`src/rtl/int_ctrl_pkg.sv`:
```
// databus: shared register offsets, state type and address decode for int_ctrl
// Contents:
//   ICTRL_PENDING/MASK/MODE/CLAIM  word offsets inside the 16-byte window
//   ICTRL_NONE                     value read from CLAIM when nothing can be claimed
//   ICTRL_STATE                    claim/complete handshake state
//   ictrl_hit                      true for a word-aligned address inside the window
package databus;

    localparam logic [3:0] ICTRL_PENDING = 4'h0;
    localparam logic [3:0] ICTRL_MASK    = 4'h4;
    localparam logic [3:0] ICTRL_MODE    = 4'h8;
    localparam logic [3:0] ICTRL_CLAIM   = 4'hC;

    localparam logic [31:0] ICTRL_NONE = 32'hFFFF_FFFF;

    typedef enum logic {
        ICTRL_IDLE,
        ICTRL_CLAIMED
    } ICTRL_STATE;

    function automatic logic ictrl_hit(input logic [31:0] a, input logic [31:0] base);
        return (a[31:4] == base[31:4]) && (a[1:0] == 2'b00);
    endfunction

endpackage

```
`src/rtl/int_ctrl_prio.sv`:
```
// int_ctrl_prio: combinational lowest-index-first priority encoder
// Ports:
//   req    in   N  request vector (already masked)
//   valid  out  1  at least one request set
//   id     out  4  index of the lowest set request, 0 when none
module int_ctrl_prio #(
    parameter int N = 8
) (
    input  logic [N-1:0] req,
    output logic         valid,
    output logic [3:0]   id
);

    // Scanning downwards lets the lowest set index overwrite the higher ones.
    always_comb begin
        valid = 1'b0;
        id    = 4'd0;
        for (int i = N - 1; i >= 0; i--) begin
            if (req[i]) begin
                valid = 1'b1;
                id    = 4'(i);
            end
        end
    end

endmodule

```
`src/rtl/int_ctrl.sv`:
```
// int_ctrl: memory-mapped interrupt controller folding NUM_SRC sources onto HWInt[OUT_LINE]
// Build option: define INT_CTRL_EDGE_EN for per-source edge-triggered mode (MODE register + irq_q flops).
// Ports:
//   clk     in   1        system clock
//   reset   in   1        synchronous reset, active high
//   irq_i   in   NUM_SRC  source requests
//   hw_in   in   6        pass-through HWInt sources, bit OUT_LINE ignored
//   addr    in   32       DM-bus byte address
//   byteen  in   4        write byte enables, only 4'b1111 writes
//   wdata   in   32       write data
//   rd_en   in   1        load strobe, qualifies the claim side effect
//   rdata   out  32       combinational read data
//   HWInt   out  6        registered interrupt lines to the CPU
module int_ctrl
    import databus::*;
#(
    parameter int          NUM_SRC  = 8,
    parameter logic [31:0] BASE     = 32'h0000_7F40,
    parameter int          OUT_LINE = 2
) (
    input  logic               clk,
    input  logic               reset,
    input  logic [NUM_SRC-1:0] irq_i,
    input  logic [5:0]         hw_in,
    input  logic [31:0]        addr,
    input  logic [3:0]         byteen,
    input  logic [31:0]        wdata,
    input  logic               rd_en,
    output logic [31:0]        rdata,
    output logic [5:0]         HWInt
);

    logic [NUM_SRC-1:0] pending;
    logic [NUM_SRC-1:0] pending_next;
    logic [NUM_SRC-1:0] mask;
    logic [NUM_SRC-1:0] mode;
    ICTRL_STATE         state;
    logic [3:0]         claim_id;
    logic               hit;
    logic [3:0]         off;
    logic               full;
    logic               win_valid;
    logic [3:0]         win_id;
    logic               claim_at;
    logic               do_claim;
    logic               do_complete;
    logic [31:0]        claim_val;
    logic [5:0]         hw_next;

    assign hit  = ictrl_hit(addr, BASE);
    assign off  = addr[3:0];
    assign full = hit && (byteen == 4'b1111);

    int_ctrl_prio #(.N(NUM_SRC)) u_prio (
        .req   (pending & mask),
        .valid (win_valid),
        .id    (win_id)
    );

    assign claim_at    = hit && (off == ICTRL_CLAIM);
    assign do_claim    = claim_at && rd_en && (state == ICTRL_IDLE) && win_valid;
    assign do_complete = claim_at && full && (state == ICTRL_CLAIMED) && (wdata == 32'(claim_id));
    assign claim_val   = (state == ICTRL_IDLE && win_valid) ? 32'(win_id) : ICTRL_NONE;

    always_comb begin
        rdata = !hit                    ? 32'd0 :
                (off == ICTRL_PENDING)  ? 32'(pending) :
                (off == ICTRL_MASK)     ? 32'(mask) :
                (off == ICTRL_MODE)     ? 32'(mode) :
                (off == ICTRL_CLAIM)    ? claim_val : 32'd0;
    end

`ifdef INT_CTRL_EDGE_EN
    logic [NUM_SRC-1:0] irq_q;
    logic [NUM_SRC-1:0] claim_clr;

    always_comb begin
        claim_clr = '0;
        for (int i = 0; i < NUM_SRC; i++)
            claim_clr[i] = do_claim && (win_id == 4'(i));
    end

    // A rising edge is ORed in after the claim clear, so a new edge in the claim cycle survives.
    assign pending_next = (mode & ((pending & ~claim_clr) | (irq_i & ~irq_q))) | (~mode & irq_i);

    always_ff @(posedge clk) begin
        if (reset) begin
            irq_q <= '0;
            mode  <= '0;
        end else begin
            irq_q <= irq_i;
            if (full && off == ICTRL_MODE)
                mode <= wdata[NUM_SRC-1:0];
        end
    end
`else
    assign mode         = '0;
    assign pending_next = irq_i;
`endif

    always_comb begin
        hw_next           = hw_in;
        hw_next[OUT_LINE] = (state == ICTRL_IDLE) && |(pending & mask);
    end

    always_ff @(posedge clk) begin
        if (reset) begin
            pending  <= '0;
            mask     <= '0;
            state    <= ICTRL_IDLE;
            claim_id <= 4'd0;
            HWInt    <= 6'd0;
        end else begin
            pending <= pending_next;
            HWInt   <= hw_next;
            if (full && off == ICTRL_MASK)
                mask <= wdata[NUM_SRC-1:0];
            if (do_claim) begin
                state    <= ICTRL_CLAIMED;
                claim_id <= win_id;
            end else if (do_complete) begin
                state <= ICTRL_IDLE;
            end
        end
    end

endmodule

```
`config.mk`:
```
export PLATFORM = sky130hd
export DESIGN_NAME = int_ctrl
export DESIGN_NICKNAME = d
export VERILOG_FILES = /design/src/rtl/int_ctrl_pkg.sv /design/src/rtl/int_ctrl_prio.sv /design/src/rtl/int_ctrl.sv
export SDC_FILE = /design/constraint.sdc
export NUM_CORES = 1
export LEC_CHECK = 0
export CAP_MARGIN = 20
export CORE_MARGIN = 2
export CORE_UTILIZATION = 30
export CTS_CLUSTER_SIZE = 10
export DETAILED_ROUTE_END_ITERATION = 10
export PLACE_DENSITY = 0.76
export SKIP_CTS_REPAIR_TIMING = 1
export SYNTH_ARGS = -nofsm -noshare
export SYNTH_HDL_FRONTEND = slang
export SYNTH_SLANG_ARGS = --single-unit
```
`constraint.sdc`:
```
create_clock -name clk -period 4.23 [get_ports clk]
set_input_delay 0.423 -clock clk [delete_from_list [all_inputs] [get_ports clk]]
set_output_delay 0.423 -clock clk [all_outputs]
set_load 0.03 [all_outputs]
```
* After elaboration in Yosys (flattened, before gate mapping) *
Index checks and enable logic that the tools add are counted.

storage, ports and cells
  bits in registers = 27
  input bits = 85
  logic and storage cells = 53

operators by class
  equal/unequal tests = 6
  mux-type cells = 24
  bitwise operators = 2
  reduce and logical (&&, ||, !) cells = 16

operators by type and width
  kind                  count
  $mux 32               6
  $eq 32x4->1           1
  $eq 28x11->1 const B  1
  $mux 3                8
  $eq 4x4->1 const B    3
  $logic_and 1x1->1     12
  $mux 1                10
  $and 8x8->8           1
  $reduce_or 8->1       1
  $eq 4x3->1 const B    1
  $logic_not 4->1       1
  $logic_not 2->1       1
  $reduce_bool 2->1     1
  $not 1->1             1

* Longest topological paths before layout *
Gate-level depths: netlist (run 1).

  depth in word-level cells = 16
  gate-level depth with buffers = 6
  gate-level depth less buffers = 5

* Hierarchy *
Synthesis (run 1) repeated with hierarchy kept, for this count alone.

unflattened totals
  cells, all modules = 206
  area, all modules = 1,729.2 um2

modules (own cells, without submodules)
  module         instances  cells an instance  area each (um2)  seq. area each (um2)
  int_ctrl       1          191                1,637.8          540.5
  int_ctrl_prio  1          15                 91.3             0.0

* Worst setup path before layout (run 1) *
No wires, ideal clock.

  path type = input -> output
  start = in addr[17]
  end = out rdata[10]
  data arrival time = 3.296 ns
  required time = 3.807 ns
  setup slack = 0.511 ns
  stages on the path = 6
  path buffers = 1
  cells stage by stage = or4b_1 > or4_4 > nor2_1 > nand2_1 > nor2_1 > buf_4

on the way
  cells in the longest elaborated chain, start to end = 3

RTL lines
  item               line                text
  start, declared    int_ctrl.sv:25      input logic [31:0] addr,
  $eq 28x11->1       int_ctrl_pkg.sv:22  return (a[31:4] == base[31:4]) && (a[1:0] == 2'b00);
  $logic_and 1x1->1  int_ctrl_pkg.sv:22
  $mux 32            int_ctrl.sv:66      rdata = !hit ? 32'd0 :
  end, declared      int_ctrl.sv:29      output logic [31:0] rdata,

No other way between the ends.

* Worst setup path in the final report (run 1) *
  start = in addr[17]
  end = out rdata[2]

Same word-level chain as after synthesis.

==> flow_summary.toml, run 1 <==
[status]
status = "completed"

[sta]
slew_headroom_pct = 62.3
hold_violations = 0
finalSetupTns_ns = 0
max_freq_mhz = 285
fin_ws_ns = 0.722
setup_viol = 0
rsz0062_at_grt = "false"
skew_ns = 0.00300
post-route-period-util_pct = 82.9
tightest_slew_ns = 0.563
slew_viol_final = 0
finalCriticalPeriod_ns = 3.51

[setup_path]
worstPathRequired_ns = 3.81
critPathMaxFanout = 10
cp_cell_sequence = "clkdlybuf4s50_1 -> or4b_1 -> or4_4 -> nor2_1 -> buf_4 -> a21boi_0 -> clkdlybuf4s50_1"
critPathKind = "in2out"
critical-path-top-delay-family = "buffers and inverters"
endpoint_kind = "output port"
slowest_delay_ns = 0.71
arrival_ns = 3.08
crit_buf_inv = 3
cpMostUsedCell = "clkdlybuf4s50_1"
crit_path_start_kind = "primary input"
slowest_stage = "clkdlybuf4s50_1"

[global_routing]
grt_pass1_vias = 1493
grt-ovfl-total = 0
grtUsageTotal_pct = 15.6
grt_max_degree = 25
grt_pass1_wl_um = 6680
grt_antenna_before_repair = 0

[yosys]
synthArstFlopShare_pct = 0
yosysTopAreaCell = "dfxtp_1"
ys_seq_area_share_pct = 35.2
synth_area_sq_um = 1480
yosys_warnings = 0
yosys-top-cells-area = "dfxtp_1 35%, buf_4 12%, nor2b_1 5.5%, mux2i_1 5.4%, nand2_1 4.6%"
ys.flop_type = "dfxtp_1"
synth_edf_count = 0
synth.most_common_cell = "dfxtp_1"
syn_inst = 179
synthTopCellsByCount = "26 x dfxtp_1, 23 x buf_4, 18 x nand2_1, 13 x nor2_1, 13 x nor2b_1"
synth_area_per_cell_sq_um = 8.26
syn_nets = 264
ys_types = 34
synth.top_cell.area_share_pct = 35.2
synth_seq_cells = 26

[layout]
syn2layout_area_growth_pct = 76.4
n_antenna_cell = 0
fill_cells = 444
drive_above_1_share_pct = 13.5
fin_area_sq_um = 2610
fin_nets = 369

[clock_network]
clockRootBuffer = "clkbuf_8"
numCtsBuffers = 3
clockBufferDepth = 2
path_clk_slew_ns = 0.08
cts.sinks = 26
htree_levels = 1
cts_tree = "done"
clk_latency_ns = 0.26

[placed_design]
hpwl_um = 3710
dp_slack_ns = 0.692
numPortBuffers = 121
place_congestion = 0.820
dpl_cell_area_sq_um = 2570

[power_and_ir_drop]
p_int_mw = 0.395
p_per_area_nw_per_um2 = 191
p_clk_share_pct = 26.9
power.net_switching_mw = 0.104
leakage_nw = 0.952
ir_worst_vdd_uv = 205
seqPwrFrac_pct = 51.1
p_comb_share_pct = 22.0
power_mw = 0.499
p_sw_share_pct = 20.9

[die]
start_util_pct = 31.3
die-area_sq_um = 5510
die_h_um = 74.2
die_x_um = 74.2
fp-row-count = 25
io-pin-count = 123
coreArea_sq_um = 4720

[routing]
viasPerCell = 4.68
drc_errors = 0
drt-initial-drc-count = 36
vias = 1633
wl_um = 4460
first_pass_iters = 4
routedWlPerCell_um = 12.8
ant_nets = 0

[worst_hold_path]
hp-class = "reg2reg"

[job]
drv_cap = 0
[routing by layer]
layer	routed length, um	global-route usage [%]	part of all wire, %	vias to the layer above
met5	0	0	0	-
met4	11	2.78	0.25	0
met3	584	4.47	13	2
met2	2160	29.6	49	91
met1	1700	17.6	38	709
li1	-	-	-	831
[logic make-up (layout without fill, tap and decap cells)]
group                     count (synthesis)  in the layout  share of synthesized area [%]
muxes                                     8              8                           5.41
xor gates and xnor gates                  3              3                           1.78
buffers and inverters                    28            131                           12.9
AOI/OAI and AO/OA                        33             33                           13.5
DFF                                      26             26                           35.2
and+or+nand+nor                          81             81                           31.1
[area by class of cell]
| cell class | instances | area (sq um) | share of cell area, % |
|---|---|---|---|
| repair buffers | 126 | 1190 | 45.6 |
| multi-input cells | 125 | 767 | 29.4 |
| flip-flops and latches | 26 | 520 | 20.0 |
| well taps | 67 | 83.8 | 3.21 |
| clock buffers | 3 | 41.3 | 1.58 |
| inverters | 2 | 7.51 | 0.288 |
[through the flow]
step	instances	hold WS [ns]	util, %
after global routing	349	0.505	55.2
final	349	0.484	55.2
after detailed placement	346	0.478	54.4
after floorplan	179	0.449	-
after global placement	346	0.465	54.4
after CTS	349	0.488	55.2
[state kept, by name, summed over array words and instances, names as in the netlist]
name	count
HWInt	6
pending	8
mask	8
state	1
claim_id	3
[cell usage in the layout, fill, tap and decap left out, drive strengths merged, types with 4 or more instances in the layout]
| master | instances |
|---|---|
| nand2 | 18 |
| clkdlybuf4s50 | 97 |
| o21ai | 11 |
| nor3 | 4 |
| a21oi | 9 |
| nor2 | 13 |
| nor2b | 13 |
| buf | 29 |
| dfxtp | 26 |
| a22oi | 5 |
| nand4 | 7 |
| nor4 | 10 |
| mux2i | 8 |
[worst paths after layout]
path                                          startpoint                  endpoint  slack (ns)  cells past startpoint
worst min register to register  claim_id[1]$_SDFFE_PP0P_  claim_id[1]$_SDFFE_PP0P_        0.48                      2
worst max-delay path                            addr[17]                  rdata[2]        0.72                      7
worst max register to register      mask[2]$_SDFFE_PP0P_        state$_SDFFE_PP0P_        2.71                      5
worst min-delay path            claim_id[1]$_SDFFE_PP0P_  claim_id[1]$_SDFFE_PP0P_        0.48                      2
[tightest hold or removal path, stage by stage (launching register included)]
cell and delay [ns]:
dfxtp_1 0.33, nand2_1 0.06, o21ai_0 0.06
[power by group through the flow]
| stage | sequential, mW | combinational [mW] | clock (mW) |
|---|---|---|---|
| 2_1_floorplan | 0.265 | 0.0162 | 0 |
| 3_3_place_gp | 0.260 | 0.109 | 0 |
| 3_5_place_dp | 0.260 | 0.110 | 0 |
| 4_1_cts | 0.255 | 0.111 | 0.137 |
| 5_1_grt | 0.256 | 0.118 | 0.145 |
| 6_report | 0.255 | 0.110 | 0.134 |
(Power assumes the default switching activity.)
==> inputs of run 2 (changes only) <==
==> constraint.sdc (replaced) <==
create_clock -name clk -period 3.6 [get_ports clk]
set_input_delay 0.36 -clock clk [delete_from_list [all_inputs] [get_ports clk]]
set_output_delay 0.36 -clock clk [all_outputs]
set_load 0.03 [all_outputs]
==> run 2 against run 1 <==
  * Flip-flop and latch count is the same
  * Via count increased by 0.61%
  * Clock power up 40%
  * Global-route usage is 0.078 points higher
  * Largest power group unchanged
==> flow_summary.toml, run 2 (synthesized netlist as in run 1, its figures left out) <==
[sta]
finalCriticalPeriod_ns = 3.37
max_freq_mhz = 297
slew_headroom_pct = 63.2
setup_viol = 0
skew_ns = 0.00387
post-route-period-util_pct = 93.5
tightest_slew_ns = 0.551
finalSetupTns_ns = 0
slew_viol_final = 0
holdWs_ns = 0.480
hold_violations = 0
rsz0062_at_grt = "false"
fin_ws_ns = 0.233

[global_routing]
grt-ovfl-total = 0
grtUsageTotal_pct = 15.7
grt_use_met1_pct = 17.8
grt_pass1_vias = 1518
grt_use_met2_pct = 29.8
use_met3_pct = 4.20
grt_pass1_wl_um = 6750
top_usage_layer = "met2"
grt_antenna_before_repair = 0
grt_max_degree = 25

[setup_path]
arrival_ns = 3.01
cp_cell_sequence = "clkdlybuf4s50_1 -> or4b_1 -> or4_4 -> nor2_1 -> buf_4 -> o21ai_0 -> a21oi_1 -> clkdlybuf4s50_1"
cpMostUsedCell = "clkdlybuf4s50_1"
r2r_slack_ns = 2.05
cp-startpoint = "addr[17]"
reg2reg_from = "mask[2]$_SDFFE_PP0P_"
critical-path-top-delay-family = "buffers and inverters"
critPathKind = "in2out"
slowest_stage = "clkdlybuf4s50_1"
worstPathRequired_ns = 3.24
critPathMaxFanout = 10
crit_buf_inv = 3
endpoint_kind = "output port"
slowest_delay_ns = 0.69
crit_path_start_kind = "primary input"
r2r-end = "state$_SDFFE_PP0P_"
rr_worst_depth = 5

[placed_design]
hpwl_um = 3800
dpl.cell_count = 346
dpl_cell_area_sq_um = 2590
dp_slack_ns = 0.253
numPortBuffers = 121
place_congestion = 0.869

[power_and_ir_drop]
p_per_area_nw_per_um2 = 233
p_sw_share_pct = 20.9
p_clk_share_pct = 30.3
p_comb_share_pct = 21.0
p_int_mw = 0.487
leakage_nw = 0.968
ir_worst_vdd_uv = 244
power.net_switching_mw = 0.128
seqPwrFrac_pct = 48.7

[die]
die-area_sq_um = 5510
die_h_um = 74.2
io-pin-count = 123
fp-row-count = 25
coreArea_sq_um = 4720
start_util_pct = 31.3
die_x_um = 74.2

[worst_hold_path]
hp-class = "reg2reg"
min_path_cells = 2
hold_start = "claim_id[0]$_SDFFE_PP0P_"
min_to = "claim_id[0]$_SDFFE_PP0P_"

[status]
status = "completed"

[clock_network]
numCtsBuffers = 3
path_clk_slew_ns = 0.09
clk_latency_ns = 0.27
cts.sinks = 26
cts_tree = "done"
clockRootBuffer = "clkbuf_8"
clockBufferDepth = 2
htree_levels = 1

[layout]
final_cell_mix = "95 x clkdlybuf4s50_1, 29 x buf_4, 26 x dfxtp_1"
syn2layout_area_growth_pct = 78.7
reg_top3 = "mask (8), pending (8), HWInt (6)"
mostFrequentLayoutCell = "clkdlybuf4s50_1"
drive_above_1_share_pct = 14.5
register_area_sq_um = 520
n_antenna_cell = 0
fin_area_sq_um = 2640
fin_nets = 369
multi_input_area_sq_um = 767
final_cells = 350
fill_cells = 416

[routing]
ant_nets = 0
viasPerCell = 4.69
drc_errors = 0
vias = 1643
wl_um = 4640
routedWlPerCell_um = 13.2
first_pass_iters = 4
drt-initial-drc-count = 50

[job]
drv_cap = 0
[run 2: power by group through the flow]
stage / clock, mW / combinational (mW) / sequential (mW)
after floorplan: 0 / 0.0191 / 0.311
after global placement: 0 / 0.128 / 0.306
after detailed placement: 0 / 0.129 / 0.306
after CTS: 0.190 / 0.130 / 0.300
after global routing: 0.200 / 0.138 / 0.301
final: 0.187 / 0.129 / 0.300
[run 2: cell type report]
class	count	area share [%]
inverters	2	0.284
multi-input cells	125	29.0
well taps	67	3.17
flip-flops and latches	26	19.7
repair buffers	126	45.7
clock buffers	4	2.08
[run 2: worst min-delay path: cells and delay by family (launching register included)]
kind             cells  cell delay, ns
flip-flops           1            0.33
AND/OR/NAND/NOR      1            0.05
AO/OA/AOI/OAI        1            0.06
[run 2: worst max path at each step]
stage	endpoint	slack [ns]	cells after the start
floorplan	rdata[10]	0.007	6
global placement	rdata[3]	0.24	8
detailed placement	rdata[3]	0.25	8
CTS	rdata[3]	0.23	8
global route	rdata[1]	0.12	8
finish	rdata[4]	0.23	8
[run 2: through the flow]
| stage | total power [mW] | utilization, % |
|---|---|---|
| global route | 0.639 | 55.9 |
| detailed placement | 0.436 | 54.8 |
| global placement | 0.434 | 54.8 |
| CTS | 0.620 | 55.9 |
| finish | 0.615 | 55.9 |
| floorplan | 0.330 | - |
[run 2: routing by layer]
layer | up-vias | part of all wire [%]
met4 | 0 | 0.65
met5 | - | 0
met3 | 4 | 13
met2 | 88 | 48
met1 | 716 | 38
li1 | 835 | -
==> inputs of run 3 (changes only) <==
--- a/config.mk
+++ b/config.mk
@@ -5,7 +5,7 @@
 export SDC_FILE = /design/constraint.sdc
 export NUM_CORES = 1
 export LEC_CHECK = 0
-export CAP_MARGIN = 20
+export CAP_MARGIN = 25
 export CORE_MARGIN = 2
 export CORE_UTILIZATION = 30
 export CTS_CLUSTER_SIZE = 10
==> results of run 3 <==
Final layout, timing and power as in run 2 (identical DEF).
